[config.mk]
export PLATFORM = sky130hd
export DESIGN_NAME = cnn_argmax_vote
export DESIGN_NICKNAME = d
export VERILOG_FILES = /design/src/rtl/cnn_pkg.sv /design/src/rtl/cnn_argmax_vote.sv
export SDC_FILE = /design/constraint.sdc
export NUM_CORES = 1
export LEC_CHECK = 0
export ABC_AREA = 1
export BUFFER_PORTS_ARGS = -buffer_cell sky130_fd_sc_hd__buf_2
export CAP_MARGIN = 15
export CORE_UTILIZATION = 40
export DETAILED_ROUTE_END_ITERATION = 8
export HOLD_SLACK_MARGIN = 0.06
export PLACE_DENSITY = 0.69
export SYNTH_ARGS = -nofsm -noshare
export SYNTH_HDL_FRONTEND = slang
export SYNTH_SLANG_ARGS = --single-unit
[constraint.sdc]
create_clock -name CLK -period 3.85 [get_ports CLK]
set_input_delay 0.385 -clock CLK [delete_from_list [all_inputs] [get_ports CLK]]
set_output_delay 0.385 -clock CLK [all_outputs]
set_load 0.005 [all_outputs]
[src/rtl/cnn_pkg.sv]
// rtl/cnn_pkg.sv - shared constants and FSM state type for the CNN argmax voter
package cnn_pkg;

  localparam int DW_DEFAULT = 24;
  localparam int NUM_CLASS  = 6;

  localparam logic [2:0] INVALID_CLASS = 3'd7;
  localparam logic [2:0] LAST_IDX      = 3'(NUM_CLASS - 1);

  typedef enum logic [1:0] {
    ST_IDLE   = 2'd0,
    ST_SCAN   = 2'd1,
    ST_DECIDE = 2'd2
  } state_t;

endpackage

[src/rtl/cnn_argmax_vote.sv]
// rtl/cnn_argmax_vote.sv - sequential argmax over six CNN scores with margin-gated stability voting
module cnn_argmax_vote
  import cnn_pkg::*;
#(
  parameter int DW         = DW_DEFAULT,
  parameter int STABLE_CNT = 3
) (
  input  logic                 CLK,
  input  logic                 RSTn,
  input  logic                 CNN_VALID,
  input  logic signed [DW-1:0] CNN_OUT1,
  input  logic signed [DW-1:0] CNN_OUT2,
  input  logic signed [DW-1:0] CNN_OUT3,
  input  logic signed [DW-1:0] CNN_OUT4,
  input  logic signed [DW-1:0] CNN_OUT5,
  input  logic signed [DW-1:0] CNN_OUT6,
  input  logic        [DW:0]   MARGIN_TH,
  input  logic                 CLEAR,
  output logic                 BUSY,
  output logic                 RESULT_VALID,
  output logic        [2:0]    RESULT_CLASS,
  output logic        [DW:0]   RESULT_MARGIN,
  output logic                 CONFIDENT,
  output logic                 STABLE,
  output logic                 OVERRUN
);

  localparam int                     CW       = $clog2(STABLE_CNT + 1);
  localparam logic [CW-1:0]          CNT_MAX  = CW'(STABLE_CNT);
  localparam logic signed [DW-1:0]   MOST_NEG = {1'b1, {(DW-1){1'b0}}};

  state_t                r_state;
  state_t                w_state_nxt;
  logic signed [DW-1:0]  r_score [NUM_CLASS];
  logic        [2:0]     r_idx;
  logic signed [DW-1:0]  r_best;
  logic signed [DW-1:0]  r_second;
  logic        [2:0]     r_best_idx;
  logic        [CW-1:0]  r_cnt;
  logic        [2:0]     r_last_class;
  logic                  r_result_valid;
  logic        [2:0]     r_result_class;
  logic        [DW:0]    r_result_margin;
  logic                  r_confident;
  logic                  r_stable;
  logic                  r_overrun;

  logic signed [DW-1:0]  w_x;
  logic        [DW:0]    w_margin;
  logic                  w_confident;
  logic        [CW-1:0]  w_cnt_nxt;
  logic        [2:0]     w_last_nxt;

  assign w_x = r_score[r_idx];
  // best >= second always holds, so the sign-extended difference is non-negative
  assign w_margin    = {r_best[DW-1], r_best} - {r_second[DW-1], r_second};
  assign w_confident = (w_margin >= MARGIN_TH);

  always_ff @(posedge CLK or negedge RSTn) begin
    if (!RSTn) r_state <= ST_IDLE;
    else       r_state <= w_state_nxt;
  end

  always_comb begin
    w_state_nxt = r_state;
    case (r_state)
      ST_IDLE:   if (CNN_VALID) w_state_nxt = ST_SCAN;
      ST_SCAN:   if (r_idx == LAST_IDX) w_state_nxt = ST_DECIDE;
      ST_DECIDE: w_state_nxt = ST_IDLE;
      default:   w_state_nxt = ST_IDLE;
    endcase
  end

  always_comb begin
    w_cnt_nxt  = r_cnt;
    w_last_nxt = r_last_class;
    if (!w_confident) begin
      w_cnt_nxt = '0;
    end else if (r_best_idx == r_last_class) begin
      w_cnt_nxt = (r_cnt >= CNT_MAX) ? CNT_MAX : r_cnt + 1'b1;
    end else begin
      w_cnt_nxt  = CW'(1);
      w_last_nxt = r_best_idx;
    end
  end

  always_ff @(posedge CLK or negedge RSTn) begin
    if (!RSTn) begin
      for (int i = 0; i < NUM_CLASS; i++) r_score[i] <= '0;
      r_idx      <= '0;
      r_best     <= '0;
      r_second   <= '0;
      r_best_idx <= '0;
    end else begin
      case (r_state)
        ST_IDLE: begin
          if (CNN_VALID) begin
            r_score[0] <= CNN_OUT1;
            r_score[1] <= CNN_OUT2;
            r_score[2] <= CNN_OUT3;
            r_score[3] <= CNN_OUT4;
            r_score[4] <= CNN_OUT5;
            r_score[5] <= CNN_OUT6;
            r_best     <= CNN_OUT1;
            r_best_idx <= '0;
            r_second   <= MOST_NEG;
            r_idx      <= 3'd1;
          end
        end
        ST_SCAN: begin
          // strict compares keep the lower index on ties
          if (w_x > r_best) begin
            r_second   <= r_best;
            r_best     <= w_x;
            r_best_idx <= r_idx;
          end else if (w_x > r_second) begin
            r_second <= w_x;
          end
          r_idx <= r_idx + 3'd1;
        end
        default: ;
      endcase
    end
  end

  always_ff @(posedge CLK or negedge RSTn) begin
    if (!RSTn) begin
      r_result_valid  <= 1'b0;
      r_result_class  <= '0;
      r_result_margin <= '0;
      r_confident     <= 1'b0;
      r_stable        <= 1'b0;
      r_cnt           <= '0;
      r_last_class    <= INVALID_CLASS;
    end else begin
      r_result_valid <= 1'b0;
      if (r_state == ST_DECIDE) begin
        r_result_valid  <= 1'b1;
        r_result_class  <= r_best_idx;
        r_result_margin <= w_margin;
        r_confident     <= w_confident;
        if (CLEAR) begin
          r_cnt        <= '0;
          r_last_class <= INVALID_CLASS;
          r_stable     <= 1'b0;
        end else begin
          r_cnt        <= w_cnt_nxt;
          r_last_class <= w_last_nxt;
          r_stable     <= (w_cnt_nxt >= CNT_MAX);
        end
      end else if (CLEAR) begin
        r_cnt        <= '0;
        r_last_class <= INVALID_CLASS;
      end
    end
  end

  always_ff @(posedge CLK or negedge RSTn) begin
    if (!RSTn)                                  r_overrun <= 1'b0;
    else if (CLEAR)                             r_overrun <= 1'b0;
    else if (CNN_VALID && (r_state != ST_IDLE)) r_overrun <= 1'b1;
  end

  assign BUSY          = (r_state != ST_IDLE);
  assign RESULT_VALID  = r_result_valid;
  assign RESULT_CLASS  = r_result_class;
  assign RESULT_MARGIN = r_result_margin;
  assign CONFIDENT     = r_confident;
  assign STABLE        = r_stable;
  assign OVERRUN       = r_overrun;

endmodule

==> results.yml <==
finish:
  layoutNonFillerInstCount: 2680
  mostFrequentLayoutCell: "nand2_1"
  final_cell_mix: "nand2_1, dfrtp_1, buf_2, inv_1, o21ai_0"
  n_antenna_cell: 0
  fin_nets: 2477
  final_area_mm2: 0.0177
  drive_gt1_share_pct: 14.4
  syn_to_final_growth_pct: 25.1
  n_fill_cell: 3206
setup_path:
  crit_required_ns: 4.32
  cp_cell_sequence: "inv_1 -> ha_1 -> inv_1 -> fa_1 -> nand2_1 -> nand2_1 -> o21ai_2 -> inv_1 -> a21oi_1 -> inv_1 -> nand4_1 -> nand4_1 -> nand2_1 -> inv_1 -> ha_1 -> nand4_1 -> nor3_1 -> nand3_1 -> nand3_2 -> nand3_1 -> nand2_1 -> nand3_1"
  timing.rr.start: "r_best[0]"
  slowest_stage: "fa_1"
  cp_max_fo: 6
  end_kind: "register"
  startpoint_type: "register"
  cp_common_cell: "inv_1"
  rrSetupSlack_ns: 0.29
  crit_family: "simple AND/OR/NAND/NOR gates"
  cpPeakStageDelay_ns: 0.41
  startpoint: "r_best[0]"
  arrival_ns: 4.03
  critical_path_class: "reg -> reg"
  worst-path-buf-inv: 5
run:
  maxCapViolCount: 0
placement:
  dp.cells: 2515
  dp_hpwl_um: 29800
  placed_area_mm2: 0.0156
  gp_congestion: 0.892
  numPortBuffers: 205
synthesis:
  muxShareOfSynthArea_pct: 0
  synth_area_mm2: 0.0141
  synth-seq-area-share_pct: 42.0
  synth_xor_area_share_pct: 1.49
  yosys.area_share.simple_pct: 28.7
  synth_fp_nets: 2177
  synth_top_family_by_area: "simple AND/OR/NAND/NOR gates"
  synth_edf_count: 0
  ys_warn_count: 0
  synth_compound_area_share_pct: 11.5
  ys_ff_latch: 237
  synthFlopType: "dfrtp_1"
  async_reset_ff_share_pct: 100
  synth.distinct_cells: 48
  syn_area_per_cell_um2: 7.41
  syn_inst: 1904
  synthAdderAreaFrac_pct: 8.92
detailed_routing:
  ant_nets: 0
  dr.pass1.iters: 6
  drc: 0
  wl_per_cell_um: 15.8
  vias: 13669
  vias_per_cell: 5.10
  routed_wl_um: 42400
  drt_iter0_drc: 1122
clock_tree:
  cts_buffers: 27
  cts_tree: "yes"
  cts_root_buf: "clkbuf_16"
  clock_sinks: 237
  clk_pin_slew_ns: 0.07
  cts_buffer_depth: 3
  cts_htree_levels: 1
  worstSkewPairLatency_ns: 0.56
die:
  num_rows: 68
  die_h_um: 190
  initial_utilization_pct: 40.8
  ios: 206
  design.core.area_mm2: 0.0346
  die_x_um: 190
  dieArea_mm2: 0.0360
sta:
  max_freq_ghz: 0.281
  fin_setup_tns_ns: 0
  maxSlewHeadroom_pct: 23.5
  fin_skew_ns: 0.0202
  period_share_pct: 92.4
  slew_viol_final: 0
  min_period_ns: 3.56
  worstMarginPinSlew_ns: 1.15
  rsz0062_at_grt: "false"
  finalHoldViolCount: 0
  setup_viol: 0
grt:
  grt_pass1_vias: 13192
  globalRoute.totalOverflow: 0
  antenna_found_initial: 0
  grt_max_degree: 120
  track_usage_pct: 23.6
  grt_pass1_wl_um: 68600
min_path:
  min_from: "CNN_OUT6[22]"
  hold_class: "in -> reg"
outcome:
  run_status: "finished clean"
## cells by family (layout without fill, tap and decap cells)
group           count (synthesis)  count (layout)
simple gates                 1006            1006
compound gates                295             295
buf+inv                       242             563
flops                         237             237
fa+ha+maj                     100             100
xor+xnor                       24              24
## state kept, by name, indices dropped and copies added (netlist names)
signal / cells
RESULT_CLASS: 3
CONFIDENT: 1
r_cnt: 2
r_last_class: 3
r_state: 2
r_second: 24
RESULT_VALID: 1
r_best: 24
r_best_idx: 3
OVERRUN: 1
RESULT_MARGIN: 25
r_idx: 3
STABLE: 1
r_score: 144
## path summary, 6_finish.rpt
| check | endpoint | cells after the start |
|---|---|---|
| max | r_last_class[2] | 22 |
| min | r_score[22] | 3 |
| max reg2reg | r_last_class[2] | 22 |
| min reg2reg | r_second[17] | 2 |
| max in group asynchronous | r_score[54] | 3 |
| min in group asynchronous | RESULT_MARGIN[2] | 2 |
## cells in the mapped netlist, types with 5 or more instances
library cell | count | area, µm²
buf_6 | 5 | 56.3
ha_1 | 99 | 1240
nand4_1 | 21 | 131
inv_1 | 162 | 608
clkbuf_1 | 50 | 188
o22ai_1 | 29 | 181
xor2_1 | 16 | 140
nor2_1 | 131 | 492
o21ai_2 | 15 | 131
a21o_1 | 6 | 45.0
dfrtp_1 | 234 | 5860
o21ai_0 | 160 | 801
nand3_1 | 45 | 225
o21ai_1 | 20 | 100
nand2_1 | 770 | 2890
buf_2 | 12 | 60.1
xnor2_1 | 8 | 70.1
nand3_2 | 5 | 50.1
nor3_1 | 10 | 50.1
a21oi_1 | 53 | 265
## stage by stage
| stage | utilization (%) | worst slack (ns) | hold WS [ns] |
|---|---|---|---|
| after floorplan | - | 0.628 | 0.0894 |
| after global placement | 45.0 | 0.386 | 0.396 |
| after detailed placement | 45.0 | 0.245 | 0.401 |
| after CTS | 50.9 | 0.206 | 0.0600 |
| after global routing | 51.0 | 0.00651 | 0.0885 |
| final | 51.0 | 0.294 | 0.0956 |
## area by class of cell
class / instances / area (µm²) / area share, %
clock inverters: 7 / 85.1 / 0.482
well taps: 455 / 569 / 3.22
inverters: 165 / 621 / 3.51
multi-input cells: 1425 / 7160 / 40.6
repair buffers: 348 / 2480 / 14.0
flip-flops and latches: 237 / 5940 / 33.6
clock buffers: 43 / 806 / 4.56
## worst register-to-register path, delay by kind of cell, from the launching register on
kind,cells,cell delay (ns)
and+or+nand+nor,12,1.55
buffers and inverters,5,0.37
adders and majority gates,3,0.89
AOI/OAI and AO/OA,2,0.27
DFF,1,0.40
## metal layers
metal | vias up | share of wire (%) | track usage [%]
met4 | 0 | 2.3 | 6.08
li1 | 6719 | - | -
met5 | - | 0 | 0
met3 | 70 | 7.4 | 3.80
met2 | 550 | 44 | 36.4
met1 | 6330 | 47 | 34.2
## repair_timing
action,4_1_cts,5_1_grt
buffers inserted,0,0
endpoints found under the hold margin,187,0
hold buffers,114,0
setup endpoints to repair,0,3
resized for setup,0,4
Power is left out: the tool's default activity adds up to more than one toggle a clock period on the data nets, which glitch-free logic cannot reach.
